==> src/rtl/rx_slicer_ber_pkg.sv <==
// Shared definitions for the receive slicer/BER block: PRBS9 taps and seed,
// alignment FSM encoding, and the (18,15) sample format.
package rx_slicer_ber_pkg;

  localparam int PRBS_ORDER  = 9;
  localparam int PRBS_TAP_HI = 8;  // x^9 term
  localparam int PRBS_TAP_LO = 4;  // x^5 term
  localparam logic [PRBS_ORDER-1:0] PRBS_SEED_DEFAULT = 9'h1AB;

  localparam int SAMPLE_NBI = 3;
  localparam int SAMPLE_NBF = 15;
  localparam int SAMPLE_NB  = SAMPLE_NBI + SAMPLE_NBF;

  typedef enum logic {
    ST_SEARCH = 1'b0,
    ST_LOCKED = 1'b1
  } state_t;

  function automatic logic [PRBS_ORDER-1:0] prbs9_next(input logic [PRBS_ORDER-1:0] r);
    return {r[PRBS_ORDER-2:0], r[PRBS_TAP_HI] ^ r[PRBS_TAP_LO]};
  endfunction

endpackage

==> src/rtl/rx_slicer_ber_prbs9_gen.sv <==
// PRBS9 (x^9+x^5+1) generator shared by the transmit and receive paths.
// Loads i_seed on reset and advances one step per cycle while i_enable is high.
module prbs9_gen
  import rx_slicer_ber_pkg::*;
(
  input  logic                  i_clk,
  input  logic                  i_rst,
  input  logic                  i_enable,
  input  logic [PRBS_ORDER-1:0] i_seed,
  output logic                  o_bit
);

  logic [PRBS_ORDER-1:0] r_lfsr;

  // NOTE: state registers use non-blocking assignment so every flop samples
  // the pre-edge values regardless of process ordering.
  always_ff @(posedge i_clk) begin
    if (i_rst) begin
      r_lfsr <= i_seed;
    end else if (i_enable) begin
      r_lfsr <= prbs9_next(r_lfsr);
    end
  end

  assign o_bit = r_lfsr[PRBS_ORDER-1];

endmodule

==> src/rtl/rx_slicer_ber.sv <==
// Decimating hard slicer with PRBS9 alignment and bit-error counting.
// Build option: define RX_BER_CNT_SAT_EN for saturating counters (default wraps).
module rx_slicer_ber
  import rx_slicer_ber_pkg::*;
#(
  parameter int                    NB_INPUT  = SAMPLE_NB,
  parameter int                    OS_FACTOR = 4,
  parameter int                    NB_PHASE  = 2,
  parameter int                    WIN_LEN   = 511,
  parameter int                    NB_CNT    = 32,
  parameter logic [PRBS_ORDER-1:0] PRBS_SEED = PRBS_SEED_DEFAULT
) (
  input  logic                i_clk,
  input  logic                i_rst,
  input  logic                i_valid,
  input  logic [NB_INPUT-1:0] i_data,
  input  logic                i_enable,
  input  logic [NB_PHASE-1:0] i_phase,
  output logic                o_bit,
  output logic                o_bit_valid,
  output logic                o_locked,
  output logic [NB_CNT-1:0]   o_bit_cnt,
  output logic [NB_CNT-1:0]   o_err_cnt
);

  localparam int                NB_WIN     = $clog2(WIN_LEN + 1);
  localparam logic [NB_WIN-1:0] WIN_LAST   = NB_WIN'(WIN_LEN - 1);
  localparam logic [NB_WIN-1:0] ERR_THRESH = NB_WIN'(WIN_LEN / 4);
  localparam logic [NB_PHASE-1:0] PH_LAST  = NB_PHASE'(OS_FACTOR - 1);

  state_t              r_state;
  state_t              w_state_next;
  logic [NB_PHASE-1:0] r_phase_cnt;
  logic [NB_WIN-1:0]   r_win_cnt;
  logic [NB_WIN-1:0]   r_win_err;
  logic                r_slip;
  logic                r_bit;
  logic                r_bit_valid;
  logic                r_locked;
  logic [NB_CNT-1:0]   r_bit_cnt;
  logic [NB_CNT-1:0]   r_err_cnt;

  logic                w_step;
  logic                w_decision;
  logic                w_slice;
  logic                w_ref;
  logic                w_compare;
  logic                w_mismatch;
  logic                w_win_end;
  logic [NB_WIN-1:0]   w_win_err_tot;
  logic                w_slip_set;
  logic                w_cnt_clear;
  logic [NB_CNT-1:0]   w_bit_cnt_next;
  logic [NB_CNT-1:0]   w_err_cnt_next;
  logic                w_unused_lsbs;

  assign w_step     = i_valid & i_enable;
  assign w_decision = w_step & (r_phase_cnt == i_phase);
  assign w_slice    = i_data[NB_INPUT-1];

  // Only the sign bit is sliced; the magnitude bits are intentionally ignored.
  assign w_unused_lsbs = ^i_data[NB_INPUT-2:0];

  // A slip decision only holds the reference back; it is not compared or
  // counted, so the next window starts cleanly at the new offset.
  assign w_compare     = w_decision & ~r_slip;
  assign w_mismatch    = w_compare & (w_slice ^ w_ref);
  assign w_win_end     = w_compare & (r_win_cnt == WIN_LAST);
  assign w_win_err_tot = r_win_err + NB_WIN'(w_mismatch);

  prbs9_gen u_ref_prbs (
    .i_clk    (i_clk),
    .i_rst    (i_rst),
    .i_enable (w_compare),
    .i_seed   (PRBS_SEED),
    .o_bit    (w_ref)
  );

  // NOTE: every signal driven here gets a default first so no path leaves it
  // unassigned, which would otherwise infer a latch.
  always_comb begin
    w_state_next = r_state;
    w_slip_set   = 1'b0;
    w_cnt_clear  = 1'b0;
    if (w_win_end) begin
      case (r_state)
        ST_SEARCH: begin
          if (w_win_err_tot == '0) begin
            w_state_next = ST_LOCKED;
            w_cnt_clear  = 1'b1;
          end else begin
            w_slip_set = 1'b1;
          end
        end
        ST_LOCKED: begin
          if (w_win_err_tot > ERR_THRESH) begin
            w_state_next = ST_SEARCH;
          end
        end
        default: w_state_next = ST_SEARCH;
      endcase
    end
  end

  always_comb begin
    w_bit_cnt_next = r_bit_cnt;
    w_err_cnt_next = r_err_cnt;
    if (w_cnt_clear) begin
      w_bit_cnt_next = '0;
      w_err_cnt_next = '0;
    end else if (w_compare && (r_state == ST_LOCKED)) begin
`ifdef RX_BER_CNT_SAT_EN
      // Errors freeze with the bit count so the reported ratio stays meaningful.
      if (r_bit_cnt != '1) begin
        w_bit_cnt_next = r_bit_cnt + 1'b1;
        if (w_mismatch && (r_err_cnt != '1)) begin
          w_err_cnt_next = r_err_cnt + 1'b1;
        end
      end
`else
      w_bit_cnt_next = r_bit_cnt + 1'b1;
      if (w_mismatch) begin
        w_err_cnt_next = r_err_cnt + 1'b1;
      end
`endif
    end
  end

  always_ff @(posedge i_clk) begin
    if (i_rst) begin
      r_state     <= ST_SEARCH;
      r_phase_cnt <= '0;
      r_win_cnt   <= '0;
      r_win_err   <= '0;
      r_slip      <= 1'b0;
      r_bit       <= 1'b0;
      r_bit_valid <= 1'b0;
      r_locked    <= 1'b0;
      r_bit_cnt   <= '0;
      r_err_cnt   <= '0;
    end else if (i_enable) begin
      r_bit_valid <= w_decision;
      r_locked    <= (r_state == ST_LOCKED);
      r_state     <= w_state_next;
      r_bit_cnt   <= w_bit_cnt_next;
      r_err_cnt   <= w_err_cnt_next;
      if (w_step) begin
        r_phase_cnt <= (r_phase_cnt == PH_LAST) ? '0 : r_phase_cnt + 1'b1;
      end
      if (w_decision) begin
        r_bit <= w_slice;
      end
      if (w_decision && r_slip) begin
        r_slip <= 1'b0;
      end else if (w_slip_set) begin
        r_slip <= 1'b1;
      end
      if (w_win_end) begin
        r_win_cnt <= '0;
        r_win_err <= '0;
      end else if (w_compare) begin
        r_win_cnt <= r_win_cnt + 1'b1;
        r_win_err <= w_win_err_tot;
      end
    end else begin
      r_bit_valid <= 1'b0;
    end
  end

  assign o_bit       = r_bit;
  assign o_bit_valid = r_bit_valid;
  assign o_locked    = r_locked;
  assign o_bit_cnt   = r_bit_cnt;
  assign o_err_cnt   = r_err_cnt;

endmodule

==> config.mk <==
export PLATFORM = sky130hd
export DESIGN_NAME = rx_slicer_ber
export DESIGN_NICKNAME = d
export VERILOG_FILES = /design/src/rtl/rx_slicer_ber_pkg.sv /design/src/rtl/rx_slicer_ber_prbs9_gen.sv /design/src/rtl/rx_slicer_ber.sv
export SDC_FILE = /design/constraint.sdc
export NUM_CORES = 1
export LEC_CHECK = 0
export BUFFER_PORTS_ARGS = -buffer_cell sky130_fd_sc_hd__buf_2
export CORE_UTILIZATION = 41
export CTS_CLUSTER_SIZE = 10
export DETAILED_ROUTE_END_ITERATION = 7
export PLACE_DENSITY_LB_ADDON = 0.2
export SETUP_SLACK_MARGIN = 0.02
export SLEW_MARGIN = 30
export SYNTH_ARGS = -nofsm -noshare
export SYNTH_HDL_FRONTEND = slang
export SYNTH_SLANG_ARGS = --single-unit
==> constraint.sdc <==
create_clock -name i_clk -period 9.99 [get_ports i_clk]
set_clock_uncertainty 0.2 [all_clocks]
set_input_delay 0.999 -clock i_clk [delete_from_list [all_inputs] [get_ports i_clk]]
set_output_delay 0.999 -clock i_clk [all_outputs]
set_load 0.01 [all_outputs]
==> impl_metrics.env, run 1 <==
export IMPL_htreeDepth=3
export IMPL_drtIter0Drc=221
export IMPL_synth_seq_cells=98
export IMPL_layout_drive_gt1_share=0.160
export IMPL_wire_per_inst_um=13.8
export IMPL_hpwl_mm=7.54
export IMPL_yosysUniqueCellTypes=49
export IMPL_die_width_um=109
export IMPL_cts_tree="built"
export IMPL_antenna_found_initial=0
export IMPL_combPwrFrac=0.028
export IMPL_rsz0062_at_grt="false"
export IMPL_syn_area_um2=4710
export IMPL_power_uw=769
export IMPL_r2r_end="o_bit_cnt[22]$_SDFFE_PP0P_"
export IMPL_cp_startpoint="i_phase[0]"
export IMPL_endpoint="o_bit_cnt[22]$_SDFFE_PP0P_"
export IMPL_ios=91
export IMPL_final_cell_mix="98 x dfxtp_1, 78 x nor2_1, 73 x buf_2, 70 x nand2_1, 43 x a21oi_1"
export IMPL_endpoint_kind="flip-flop"
export IMPL_crit_family="simple AND/OR/NAND/NOR gates"
export IMPL_clkSinkCount=98
export IMPL_drc=0
export IMPL_required_ps=10020
export IMPL_synth_edf_count=0
export IMPL_synth_simple_area_share=0.320
export IMPL_syn2layout_area_growth_pct=16.1
export IMPL_path_buf_inv=3
export IMPL_avgViaCountPerCell=5.44
export IMPL_nNetsFinal=669
export IMPL_clock_path_buffers=2
export IMPL_syn_area_per_cell_um2=8.22
export IMPL_fin_crit_sh=0.448
export IMPL_seqPwrFrac=0.514
export IMPL_power_density_nw_per_um2=140
export IMPL_ys_seq_area_frac=0.416
export IMPL_power_leakage_nw=2.11
export IMPL_internal_power_uw=607
export IMPL_cp_max_fo=26
export IMPL_drv_slew=0
export IMPL_worstSetupPathType="in2reg"
export IMPL_p_sw_uw=161
export IMPL_antenna_diode_count=0
export IMPL_clock_latency_ps=350
export IMPL_fp_dieH_um=109
export IMPL_grt_use_total=0.188
export IMPL_rr_startpoint="r_phase_cnt[0]$_SDFFE_PP0P_"
export IMPL_final_hold_viol_count=0
export IMPL_holdWs_ps=254
export IMPL_worstSetupPathDepth=14
export IMPL_synthAdderAreaFrac=0.0212
export IMPL_grt_max_degree=59
export IMPL_firstDrtPassIters=4
export IMPL_hp_class="reg2reg"
export IMPL_fin_setup_tns_ps=0
export IMPL_yosysWarnings=0
export IMPL_root_buffer="clkbuf_16"
export IMPL_hold_buffers=0
export IMPL_irDropWorstVdd_v=0.0000975
export IMPL_synthCells=573
export IMPL_grt_pass1_vias=3727
export IMPL_ys_flop_type="dfxtp_1"
export IMPL_tightest_slew_ps=806
export IMPL_place_gp_congestion=0.811
export IMPL_postCtsResizedCells=0
export IMPL_rows=38
export IMPL_swShare=0.210
export IMPL_coreArea_um2=11000
export IMPL_fillCellCount=1120
export IMPL_wl_mm=10.8
export IMPL_slew_headroom=0.459
export IMPL_postCtsSetupBuffers=0
export IMPL_ant_nets=0
export IMPL_critical_path_slowest_cell="or4_1"
export IMPL_io_buffers=73
export IMPL_synth_xor_area_frac=0.0874
export IMPL_clkPwrFrac=0.458
export IMPL_synth_compound_area_share=0.122
export IMPL_grt_pass1_wl_mm=17.7
export IMPL_status="finished clean"
export IMPL_async_flop_share=0
export IMPL_synthesis_nets=605
export IMPL_min_period_ps=4470
export IMPL_place_area_um2=5170
export IMPL_start_kind="input port"
export IMPL_r2r_worst_path_cells=13
export IMPL_postLayoutCellArea_um2=5470
export IMPL_muxShareOfSynthArea=0.00212
export IMPL_setup_violations=0
export IMPL_clkTransAtPathRegs_ps=60
export IMPL_numCtsBuffers=9
export IMPL_start_util=0.427
export IMPL_num_vias=4253
export IMPL_max_stage_delay_ps=510
export IMPL_clock_fmax_mhz=223
export IMPL_die_area_um2=11900
export IMPL_drv_cap=0
export IMPL_synth_top_family_by_area="simple AND/OR/NAND/NOR gates"
export IMPL_cp_cell_sequence="buf_2 -> xnor2_1 -> nand3_1 -> buf_4 -> nor2_1 -> ha_1 -> ha_1 -> nand3_1 -> or4_1 -> o311a_2 -> nand4b_4 -> or2b_1 -> buf_4 -> nor2_1"
export IMPL_grt_remaining_overflow=0
export IMPL_arrival_ps=4500
export IMPL_layout_commonest_cell="dfxtp_1"
export IMPL_r2r_slack_ps=5880
==> cells in the mapped netlist (2+ instances only) <==
cell,number,area share
a211oi_1,4,0.0064
a21oi_1,43,0.046
a311oi_1,8,0.015
a31oi_1,3,0.0040
a41oi_1,4,0.0074
and2_1,8,0.011
and3_1,15,0.020
and4_1,8,0.015
buf_2,6,0.0064
buf_4,3,0.0048
clkbuf_1,15,0.012
dfxtp_1,98,0.42
ha_1,8,0.021
inv_1,6,0.0048
nand2_1,70,0.056
nand3_1,38,0.040
nand3b_1,8,0.013
nand4_1,16,0.021
nand4b_1,3,0.0056
nor2_1,78,0.062
nor2b_1,2,0.0027
nor3_1,18,0.019
nor4_1,5,0.0066
o21ai_0,18,0.019
o31ai_1,7,0.011
or2b_1,2,0.0032
or3_1,11,0.015
or4_1,2,0.0032
xnor2_1,21,0.039
xor2_1,26,0.048
==> through the flow <==
stage / worst slack (ps) / util / cells
finish: 5520 / 0.496 / 782
global route: 5240 / 0.496 / 782
CTS: 5520 / 0.496 / 782
detailed placement: 5180 / 0.469 / 766
global placement: 5250 / 0.469 / 766
floorplan: 5770 / - / 573
==> layout make-up <==
type                    instances  area [µm²]  share of cell area
flip-flops and latches         98        1960               0.359
well taps                     140         175              0.0320
inverters                       6        22.5             0.00412
repair buffers                 79         410              0.0750
clock buffers                  14         264              0.0483
multi-input cells             443        2600               0.476
clock inverters                 2        35.0             0.00640
==> cells by family after synthesis <==
logic type	count (synthesis)
and+or+nand+nor	295
xor gates and xnor gates	47
muxes	1
buffers and inverters	32
AOI/OAI and AO/OA	92
DFF	98
adders and majority gates	8
==> power by group through the flow <==
stage,registers [mW],logic (mW),clock network [mW]
after floorplan,0.403,0.0155,0
after global placement,0.404,0.0214,0
after detailed placement,0.404,0.0219,0
after CTS,0.395,0.0220,0.361
after global routing,0.395,0.0246,0.375
final,0.395,0.0216,0.352
==> tightest hold or removal path, stage by stage (launching register included) <==
cell     delay [ps]
dfxtp_1         310
nand2_1          50
a21oi_1          50
==> registers in the layout (all words and copies together), names as in the netlist <==
name,flops
r_slip,1
o_err_cnt,32
r_state,1
o_bit_valid,1
o_bit_cnt,32
o_bit,1
r_win_err,9
r_win_cnt,9
r_phase_cnt,2
o_locked,1
u_ref_prbs.r_lfsr,9
==> how the worst min path moves through the flow <==
stage | start | end | slack (ps) | cells past startpoint
final | u_ref_prbs.r_lfsr[1]$_SDFFE_PP1N_ | u_ref_prbs.r_lfsr[2]$_SDFFE_PP0N_ | 250 | 2
after global routing | u_ref_prbs.r_lfsr[3]$_SDFFE_PP1N_ | u_ref_prbs.r_lfsr[4]$_SDFFE_PP0N_ | 280 | 2
after CTS | u_ref_prbs.r_lfsr[1]$_SDFFE_PP1N_ | u_ref_prbs.r_lfsr[2]$_SDFFE_PP0N_ | 260 | 2
after detailed placement | u_ref_prbs.r_lfsr[1]$_SDFFE_PP1N_ | u_ref_prbs.r_lfsr[2]$_SDFFE_PP0N_ | 250 | 2
after global placement | u_ref_prbs.r_lfsr[1]$_SDFFE_PP1N_ | u_ref_prbs.r_lfsr[2]$_SDFFE_PP0N_ | 240 | 2
after floorplan | u_ref_prbs.r_lfsr[1]$_SDFFE_PP1N_ | u_ref_prbs.r_lfsr[2]$_SDFFE_PP0N_ | 230 | 2
==> metal layers <==
layer | vias up | routed length, µm | track usage
met5 | - | 0 | 0
met4 | 0 | 244 | 0.0867
met3 | 18 | 491 | 0.0317
met2 | 107 | 4920 | 0.292
met1 | 1964 | 5140 | 0.255
li1 | 2164 | - | -
(Power assumes the default switching activity.)
==> run 2, diff against run 1 <==
==> constraint.sdc (replaced) <==
create_clock -name i_clk -period 4.43 [get_ports i_clk]
set_clock_uncertainty 0.2 [all_clocks]
set_input_delay 0.443 -clock i_clk [delete_from_list [all_inputs] [get_ports i_clk]]
set_output_delay 0.443 -clock i_clk [all_outputs]
set_load 0.01 [all_outputs]
==> impl_metrics.env, run 2 (synthesis results as in run 1) <==
export IMPL_clkTransAtPathRegs_ps=70
export IMPL_dp_cells=767
export IMPL_final_cell_mix="98 x dfxtp_1, 78 x nor2_1, 73 x buf_2, 70 x nand2_1, 43 x a21oi_1"
export IMPL_rsz0062_at_grt="false"
export IMPL_clock_latency_ps=350
export IMPL_layout_commonest_cell="dfxtp_1"
export IMPL_endpoint_kind="flip-flop"
export IMPL_antenna_diode_count=0
export IMPL_layout_drive_gt1_share=0.165
export IMPL_drv_slew=0
export IMPL_min_period_ps=3570
export IMPL_hp_class="in2reg"
export IMPL_grt_remaining_overflow=0
export IMPL_rows=38
export IMPL_slew_headroom=0.456
export IMPL_internal_power_mw=1.41
export IMPL_numCtsBuffers=9
export IMPL_irDropWorstVdd_v=0.000223
export IMPL_tightest_slew_ps=809
export IMPL_fin_setup_tns_ps=0
export IMPL_cp_cell_sequence="xnor2_1 -> nand3_1 -> nor2_1 -> ha_1 -> ha_1 -> nand3_1 -> or4_1 -> o311a_2 -> nand4b_4 -> and2_1 -> o21ai_0 -> a21oi_1"
export IMPL_worstSetupPathType="reg2reg"
export IMPL_required_ps=4460
export IMPL_combPwrFrac=0.029
export IMPL_arrival_ps=3600
export IMPL_clock_fmax_mhz=280
export IMPL_grt_max_degree=34
export IMPL_critical_path_slowest_cell="or4_1"
export IMPL_fin_crit_sh=0.807
export IMPL_root_buffer="clkbuf_16"
export IMPL_die_area_um2=11900
export IMPL_ant_nets=0
export IMPL_cp_max_fo=12
export IMPL_swShare=0.210
export IMPL_instances_no_fill=783
export IMPL_postCtsResizedCells=0
export IMPL_htreeDepth=3
export IMPL_postCtsSetupBuffers=0
export IMPL_avgViaCountPerCell=5.49
export IMPL_antenna_found_initial=0
export IMPL_final_hold_viol_count=0
export IMPL_hpwl_mm=7.86
export IMPL_start_util=0.427
export IMPL_clock_path_buffers=2
export IMPL_start_kind="flip-flop"
export IMPL_power_density_nw_per_um2=324
export IMPL_cts_tree="built"
export IMPL_coreArea_um2=11000
export IMPL_drv_cap=0
export IMPL_grt_pass1_wl_mm=18.6
export IMPL_nNetsFinal=670
export IMPL_setup_violations=0
export IMPL_ios=91
export IMPL_status="finished clean"
export IMPL_num_vias=4302
export IMPL_max_stage_delay_ps=510
export IMPL_fp_dieH_um=109
export IMPL_clkSinkCount=98
export IMPL_wl_mm=11.1
export IMPL_die_width_um=109
export IMPL_place_gp_congestion=0.842
export IMPL_drc=0
export IMPL_firstDrtPassIters=6
export IMPL_p_sw_uw=374
export IMPL_seqPwrFrac=0.499
export IMPL_grt_pass1_vias=3931
export IMPL_drtIter0Drc=275
export IMPL_grt_use_total=0.198
export IMPL_clkPwrFrac=0.472
export IMPL_power_leakage_nw=2.13
export IMPL_syn2layout_area_growth_pct=16.8
export IMPL_fillCellCount=1077
export IMPL_wire_per_inst_um=14.2
export IMPL_io_buffers=73
export IMPL_hold_buffers=0
[run 2: final cells by class]
| type | count | area (µm²) | share of cell area |
|---|---|---|---|
| clock buffers | 11 | 243 | 0.0441 |
| clock inverters | 5 | 77.6 | 0.0141 |
| inverters | 6 | 22.5 | 0.00409 |
| multi-input cells | 443 | 2600 | 0.473 |
| flip-flops and latches | 98 | 1960 | 0.357 |
| well taps | 140 | 175 | 0.0318 |
| repair buffers | 80 | 418 | 0.0760 |
[run 2: metrics by stage]
stage / power, mW / cell area (µm²) / worst slack, ps / utilization / hold slack, ps
6_report: 1.78 / 5500 / 855 / 0.499 / 191
5_1_grt: 1.85 / 5500 / 530 / 0.499 / 214
4_1_cts: 1.81 / 5500 / 857 / 0.499 / 182
3_5_place_dp: 0.962 / 5180 / 703 / 0.470 / 248
3_3_place_gp: 0.960 / 5180 / 704 / 0.470 / 239
2_1_floorplan: 0.945 / 4710 / 766 / - / 232
[run 2: worst max-delay path, delay by kind of cell, from the launching register on]
family | cells | cell delay [ps]
DFF | 1 | 350
xor gates and xnor gates | 1 | 290
adders and majority gates | 2 | 420
AOI/OAI and AO/OA | 3 | 470
and+or+nand+nor | 6 | 1730
[run 2: power by group through the flow]
stage          sequential [mW]  combinational (mW)  clock (mW)
2_1_floorplan            0.910              0.0349           0
3_3_place_gp             0.910              0.0499           0
3_5_place_dp             0.910              0.0512           0
4_1_cts                  0.890              0.0514       0.865
5_1_grt                  0.890              0.0568       0.904
6_report                 0.890              0.0512       0.843
[run 2: path summary, 6_finish.rpt]
kind	from	slack, ps	to	depth (start not counted)
worst max-delay path	r_phase_cnt[0]$_SDFFE_PP0P_	860	o_bit_cnt[24]$_SDFFE_PP0P_	12
worst min-delay path	i_valid	190	r_phase_cnt[1]$_SDFFE_PP0P_	3
worst max register to register	r_phase_cnt[0]$_SDFFE_PP0P_	860	o_bit_cnt[24]$_SDFFE_PP0P_	12
worst min register to register	u_ref_prbs.r_lfsr[5]$_SDFFE_PP1N_	250	u_ref_prbs.r_lfsr[6]$_SDFFE_PP0N_	2
[run 2: layer usage]
metal | vias up | share of wire | GRT usage
li1 | 2165 | - | -
met1 | 2010 | 0.48 | 0.261
met2 | 112 | 0.46 | 0.307
met3 | 15 | 0.044 | 0.0478
met4 | 0 | 0.017 | 0.0857
met5 | - | 0 | 0
